$ cat src/rtl/lsu_mem_initiator.sv
// Load/store initiator between the MEM stage and a word-organised data memory.
// Handles byte/half extraction on loads and read-modify-write for sub-word stores.
module lsu_mem_initiator #(
   parameter int DM_ADDRESS = 9,
   parameter int DATA_W     = 32
) (
   input  logic                  clk,
   input  logic                  reset,
   input  logic                  req_valid,
   output logic                  req_ready,
   input  logic                  req_we,
   input  logic [2:0]            req_funct3,
   input  logic [31:0]           req_addr,
   input  logic [DATA_W-1:0]     req_wdata,
   output logic                  resp_valid,
   output logic                  resp_err,
   output logic [DATA_W-1:0]     resp_rdata,
   output logic                  mem_req,
   output logic                  mem_we,
   output logic [DM_ADDRESS-1:0] mem_addr,
   output logic [DATA_W-1:0]     mem_wdata,
   input  logic                  mem_ack,
   input  logic [DATA_W-1:0]     mem_rdata
);

   typedef enum logic [1:0] {IDLE, RD, WR, RESP} state_t;

   state_t      state_reg, state_next;
   logic        we_reg;
   logic [2:0]  funct3_reg;
   logic [1:0]  off_reg;
   logic [15:0] wdata_reg;

   logic        accept;
   logic        acc_err;
   logic        acc_full_store;
   logic [7:0]  byte_v;
   logic [15:0] half_v;
   logic [DATA_W-1:0] load_ext;
   logic [DATA_W-1:0] merged;
   logic        unused_addr_bits;

   assign unused_addr_bits = ^req_addr[31:DM_ADDRESS+2];
   assign accept           = (state_reg == IDLE) && req_valid;
   assign acc_full_store   = req_we && (req_funct3 == 3'b010);

   always_comb begin
      acc_err = 1'b1;
      case (req_funct3)
         3'b000:  acc_err = 1'b0;
         3'b001:  acc_err = req_addr[0];
         3'b010:  acc_err = |req_addr[1:0];
         3'b100:  acc_err = req_we;
         3'b101:  acc_err = req_we | req_addr[0];
         default: acc_err = 1'b1;
      endcase
   end

   always_ff @(posedge clk or posedge reset) begin
      if (reset) state_reg <= IDLE;
      else       state_reg <= state_next;
   end

   always_comb begin
      state_next = state_reg;
      case (state_reg)
         IDLE: if (accept) begin
            if (acc_err)             state_next = RESP;
            else if (acc_full_store) state_next = WR;
            else                     state_next = RD;
         end
         RD:   if (mem_ack) state_next = we_reg ? WR : RESP;
         WR:   if (mem_ack) state_next = RESP;
         RESP: state_next = IDLE;
         default: state_next = IDLE;
      endcase
   end

   always_comb begin
      req_ready  = (state_reg == IDLE) && !reset;
      mem_req    = (state_reg == RD) || (state_reg == WR);
      mem_we     = (state_reg == WR);
      resp_valid = (state_reg == RESP);
   end

   // Load extraction: byte by offset, half by addr[1]; funct3[2] selects zero-extension.
   assign byte_v = mem_rdata[{off_reg, 3'b000} +: 8];
   assign half_v = off_reg[1] ? mem_rdata[31:16] : mem_rdata[15:0];

   always_comb begin
      case (funct3_reg[1:0])
         2'b00:   load_ext = {{24{byte_v[7] & ~funct3_reg[2]}}, byte_v};
         2'b01:   load_ext = {{16{half_v[15] & ~funct3_reg[2]}}, half_v};
         default: load_ext = mem_rdata;
      endcase
   end

   // Store merge: each lane takes new data only if the access covers it.
   genvar gi;
   generate
      for (gi = 0; gi < 4; gi++) begin : g_lane
         localparam logic [1:0] LANE = 2'(gi);
         logic lane_hit;
         assign lane_hit = ((funct3_reg[1:0] == 2'b00) && (off_reg == LANE)) ||
                           ((funct3_reg[1:0] == 2'b01) && (off_reg[1] == LANE[1]));
         assign merged[gi*8 +: 8] = !lane_hit ? mem_rdata[gi*8 +: 8] :
                                    (funct3_reg[1:0] == 2'b00) ? wdata_reg[7:0] :
                                    wdata_reg[(gi%2)*8 +: 8];
      end
   endgenerate

   always_ff @(posedge clk or posedge reset) begin
      if (reset) begin
         we_reg     <= 1'b0;
         funct3_reg <= 3'b000;
         off_reg    <= 2'b00;
         wdata_reg  <= '0;
         mem_addr   <= '0;
         mem_wdata  <= '0;
         resp_err   <= 1'b0;
         resp_rdata <= '0;
      end else if (accept) begin
         we_reg     <= req_we;
         funct3_reg <= req_funct3;
         off_reg    <= req_addr[1:0];
         wdata_reg  <= req_wdata[15:0];
         mem_addr   <= req_addr[DM_ADDRESS+1:2];
         resp_err   <= acc_err;
         resp_rdata <= '0;
         if (acc_full_store) mem_wdata <= req_wdata;
      end else if ((state_reg == RD) && mem_ack) begin
         if (we_reg) mem_wdata  <= merged;
         else        resp_rdata <= load_ext;
      end
   end

endmodule

$ cat config.mk
export PLATFORM = sky130hd
export DESIGN_NAME = lsu_mem_initiator
export DESIGN_NICKNAME = d
export VERILOG_FILES = /design/src/rtl/lsu_mem_initiator.sv
export SDC_FILE = /design/constraint.sdc
export NUM_CORES = 1
export LEC_CHECK = 0
export CORE_MARGIN = 2
export CORE_UTILIZATION = 40
export DETAILED_ROUTE_END_ITERATION = 8
export PLACE_DENSITY = 0.76
export SLEW_MARGIN = 20
export SYNTH_ARGS = -nofsm -noshare
export SYNTH_HDL_FRONTEND = slang
export SYNTH_SLANG_ARGS = --single-unit
$ cat constraint.sdc
create_clock -name clk -period 3.1 [get_ports clk]
set_input_delay 0.465 -clock clk [delete_from_list [all_inputs] [get_ports clk]]
set_output_delay 0.465 -clock clk [all_outputs]
set_load 0.005 [all_outputs]
---- Word-level counts from Yosys, hierarchy flattened ----
Cells that the tools add are included.
word-level totals
  flip-flop bits (word level) ............. 98
  input port bits ......................... 104
  output and inout port bits .............. 78
cells by class
  multiplexer cells ....................... 22
  reductions and logical operators ........ 26
  shifts and indexed selects .............. 1
  bitwise logic cells ..................... 5
  eq/ne operators ......................... 16
operator list
  kind                                            number
  two-way mux 32 bit                              7
  one-hot mux 32 bit (2 select lines)             1
  two-way mux 8 bit                               5
  indexed part select 32 x 6 -> 8 bit             1
  two-way mux 16 bit                              1
  logical AND 1 bit                               10
  two-way mux 2 bit                               5
  == test 2 bit (second input constant)           4
  one-hot mux 2 bit (4 select lines)              1
  == test 2 x 1 -> 1 bit (second input constant)  3
  == test 3 bit (second input constant)           2
  logical NOT 2 bit                               3
  != test 2 x 1 -> 1 bit (second input constant)  3
  AND reduction 3 bit                             2
  logical OR 1 bit                                5
  one-hot mux 1 bit (5 select lines)              1
  != test 2 bit (second input constant)           2
  nonzero test 2 bit                              2
  == test 3 x 1 -> 1 bit (second input constant)  1
  == test 3 x 2 -> 1 bit (second input constant)  1
  logical NOT 3 bit                               1
  bitwise AND 1 bit                               2
  NOT 1 bit                                       2
  AND reduction 2 bit                             1
  4 further kinds                                 4

---- Logic depth before layout (Yosys ltp) ----
  word-level depth ........................ 7
  gate-level depth with buffers ........... 8

---- Least setup slack after synthesis ----
OpenSTA, ideal clock, no wires.
  kind .................................... reg2reg
  start ................................... reg state_reg[1]
  end ..................................... reg resp_rdata[16]
  path slack .............................. 1.312 ns
  cell stages (with the launch flop) ...... 8
  setup time .............................. 0.126 ns
  arrival time ............................ 1.662 ns
  path through ............................ dfrtp_1 > inv_1 > ha_1 > nand2_1 > nor2_2 > nor2_2 > buf_2 > a221o_1
on the way
  word-level cells in the longest chain between the ends .. 4
  elaborated cells between the ends (all ways) .. 8
  classes of those cells .................. eq/ne (2); mux (1); reduce/logical (5)
ends and longest elaborated chain
  item                                                                           line     text
  from (decl)                                                                    28       state_t state_reg, state_next;
  from (signal assigned)                                                         61       else state_reg <= state_next;
  logical NOT 2 bit or == test 2 x 1 -> 1 bit (tied branches)                    44, 131
  logical AND 1 bit (on tied branches)                                           44, 131
  != test 2 x 1 -> 1 bit (no source line) or nonzero test 2 bit (tied branches)  -
  AND reduction 2 bit (no source line)                                           -
  to (signal assigned)                                                           133      else resp_rdata <= load_ext;
  to (decl)                                                                      17       output logic [DATA_W-1:0] resp_rdata,
Several ways; a longest one is shown, not always the timed one.
A chain may end at the register's enable or synchronous reset.

---- Worst setup path in the final report ----
  start ................................... reg state_reg[0]
  end ..................................... reg mem_wdata[27]
on the way
  word-level cells in the longest chain between the ends .. 4
  elaborated cells between the ends (all ways) .. 9
  classes of those cells .................. eq/ne (2); mux (1); reduce/logical (6)
ends and longest elaborated chain
  item                                                                           line     text
  logical NOT 2 bit or == test 2 x 1 -> 1 bit (tied branches)                    44, 131
  logical AND 1 bit (on tied branches)                                           44, 131
  != test 2 x 1 -> 1 bit (no source line) or nonzero test 2 bit (tied branches)  -
  AND reduction 3 bit (no source line)                                           -
  to (signal assigned)                                                           130      if (acc_full_store) mem_wdata <= req_wdata;
  to (signal assigned)                                                           132      if (we_reg) mem_wdata <= merged;
  to (decl)                                                                      21       output logic [DATA_W-1:0] mem_wdata,
Several ways; a longest one is shown, not always the timed one.

==> flow_summary.toml <==
[worst_setup_path]
cp_max_fo = 50
crit_required_ps = 3300
crit_arrival_ps = 2570
crit_slowest_cell = "and2_2"
max_stage_delay_ps = 630
criticalPathCategory = "reg2reg"
path_cells = "inv_1 -> ha_1 -> and2_2 -> buf_4 -> a211o_1 -> a31oi_1"
cp-end-kind = "flop"
startpoint_type = "flop"

[cts]
h-tree-depth = 3
clock_latency_ps = 340
cts_tree = "built"
post_cts_resized = 0
clk_pin_slew_ps = 60
clock-sinks = 98
root_buffer = "clkbuf_16"
cts_max_path_buffers = 2
cts_made_buffers = 9
post_cts_buffers = 0
ctsHoldBuffers = 0

[yosys]
synthMostInstantiatedCell = "nand2_1"
yosysSeqAreaShare_pct = 48.9
synthTopCellsByCount = "nand2_1, dfrtp_1, a221o_1, and3_1"
syn_nets = 617
yosysTopAreaCellShare_pct = 48.9
synthesis.area_um2 = 5020
synth.distinct_cells = 50
ys_ff_latch = 98
synth_area_leaders = "dfrtp_1, nand2_1, a221o_1, o2bb2ai_1, and3_1"
syn_area_per_cell_um2 = 9.87
synthFlopType = "dfrtp_1"
synth_top_cell_by_area = "dfrtp_1"
synth_async_sr_flop_share_pct = 100
ys_warn_count = 0
synth_edf_count = 0
synthCells = 508

[sta]
tns_ps = 0
post-route-period-util_pct = 76.6
setup_viol = 0
worst_pin_slew_ps = 945
fmax_mhz = 421
period_needed_ps = 2370
worst_slack_ps = 726
rsz0062_at_grt = "no"
hold_viol_final = 0
maxSlewHeadroom_pct = 36.5
fin_skew_ps = 6.89
finalMaxSlewViolations = 0

[global_route]
antenna_found_initial = 0
grt_usage_pct = 23.9
grt_pass1_wl_um = 24500
grt_pass1_vias = 4539
overflow = 0
grt_max_degree = 54

[power]
power_density_nw_per_um2 = 976
leakage_uw = 0.00312
peakVddDrop_uv = 397

[run]
cap_viol_max_count = 0

[floorplan]
start_util_pct = 41.4
die_h_um = 116
io_pins = 182
fp.dieW_um = 116
num_rows = 40
dieArea_um2 = 13500
core-area_um2 = 12100

[final_layout]
drive_gt1_share_pct = 5.37
area_growth_pct = 39.9
nets = 757
n_antenna_cell = 0
multi_input_area_um2 = 2350
filler_cell_count = 1032
seqCellArea_um2 = 2450

[route]
num_vias = 4724
via_per_inst = 5.76
wl_um = 15800
first_pass_iters = 5
wire_per_inst_um = 19.3
drtIter0Drc = 447
drc = 0
drtAntennaViolNets = 0

[run_status]
status = "finished clean"

[place]
pre_cts_slack_ps = 473
dp_hpwl_um = 11700
routabilityCongestion = 0.916
port_buffers = 160

[min_path]
hp-class = "reg2reg"
==> layout by cell type (no fill, tap or decap), drive strengths merged, types with 4 or more instances in the layout <==
master	count
o21ai	22
nor3	5
o211a	6
clkdlybuf4s50	160
a211oi	17
dfrtp	98
a22oi	7
and3	24
mux2i	10
a31oi	17
clkbuf	12
a21oi	20
nor2	26
buf	7
nor2b	4
nand2	107
inv	8
a211o	16
o2bb2ai	22
o211ai	6
ha	5
a221o	24
==> logic make-up after synthesis <==
logic type	count (synthesis)	share of synthesized area [%]
flops	98	48.9
compound gates	170	26.0
fa+ha+maj	5	1.25
simple gates	176	16.4
mux	12	2.82
buf+inv	47	4.61
==> layer usage <==
layer | global-route usage [%] | part of all wire [%]
met1 | 33.9 | 45
met2 | 37.1 | 46
met3 | 4.45 | 7.4
met4 | 7.94 | 2.4
met5 | 0 | 0
==> where the power goes <==
group,switching [uW],total [uW],internal (uW),leakage (uW)
logic,1620,3370,1760,0.00174
registers,470,2330,1860,0.00123
clock network,446,1150,702,0.000147
==> final cells by class <==
type                       count  area share, %
sequential                    98           35.0
multi-input combinational    363           33.5
timing repair buffer         167           23.8
clock buffer                  12           3.37
tap                          168           3.00
clock inverter                 3          0.927
inverter                       9          0.517
==> worst max-delay path, delay by kind of cell (launching register included) <==
kind	cells	cell delay [ps]
AO/OA/AOI/OAI	2	280
adder cells (fa/ha/maj)	1	210
buffers and inverters	2	690
flip-flops	1	410
AND/OR/NAND/NOR	1	630
==> through the flow <==
stage	util, %	std cells	total power (uW)	hold WS [ps]	area, um2
finish	57.9	820	6850	470	7020
global route	57.9	820	7310	499	7020
CTS	57.9	820	6860	477	7020
detailed placement	55.4	805	5680	461	6710
global placement	55.4	805	5570	459	6710
floorplan	-	508	4150	445	5020
==> worst paths after layout <==
| kind | to | cells past startpoint | startpoint | slack [ps] |
|---|---|---|---|---|
| worst max-delay path | mem_wdata[27] | 6 | state_reg[0] | 730 |
| worst min-delay path | mem_addr[2] | 2 | mem_addr[2] | 470 |
| worst max register to register | mem_wdata[27] | 6 | state_reg[0] | 730 |
| worst min register to register | mem_addr[2] | 2 | mem_addr[2] | 470 |
| max in group asynchronous | funct3_reg[0] | 3 | reset | 1820 |
| min in group asynchronous | resp_rdata[27] | 2 | reset | 570 |
Power figures use the tool's default switching activity.
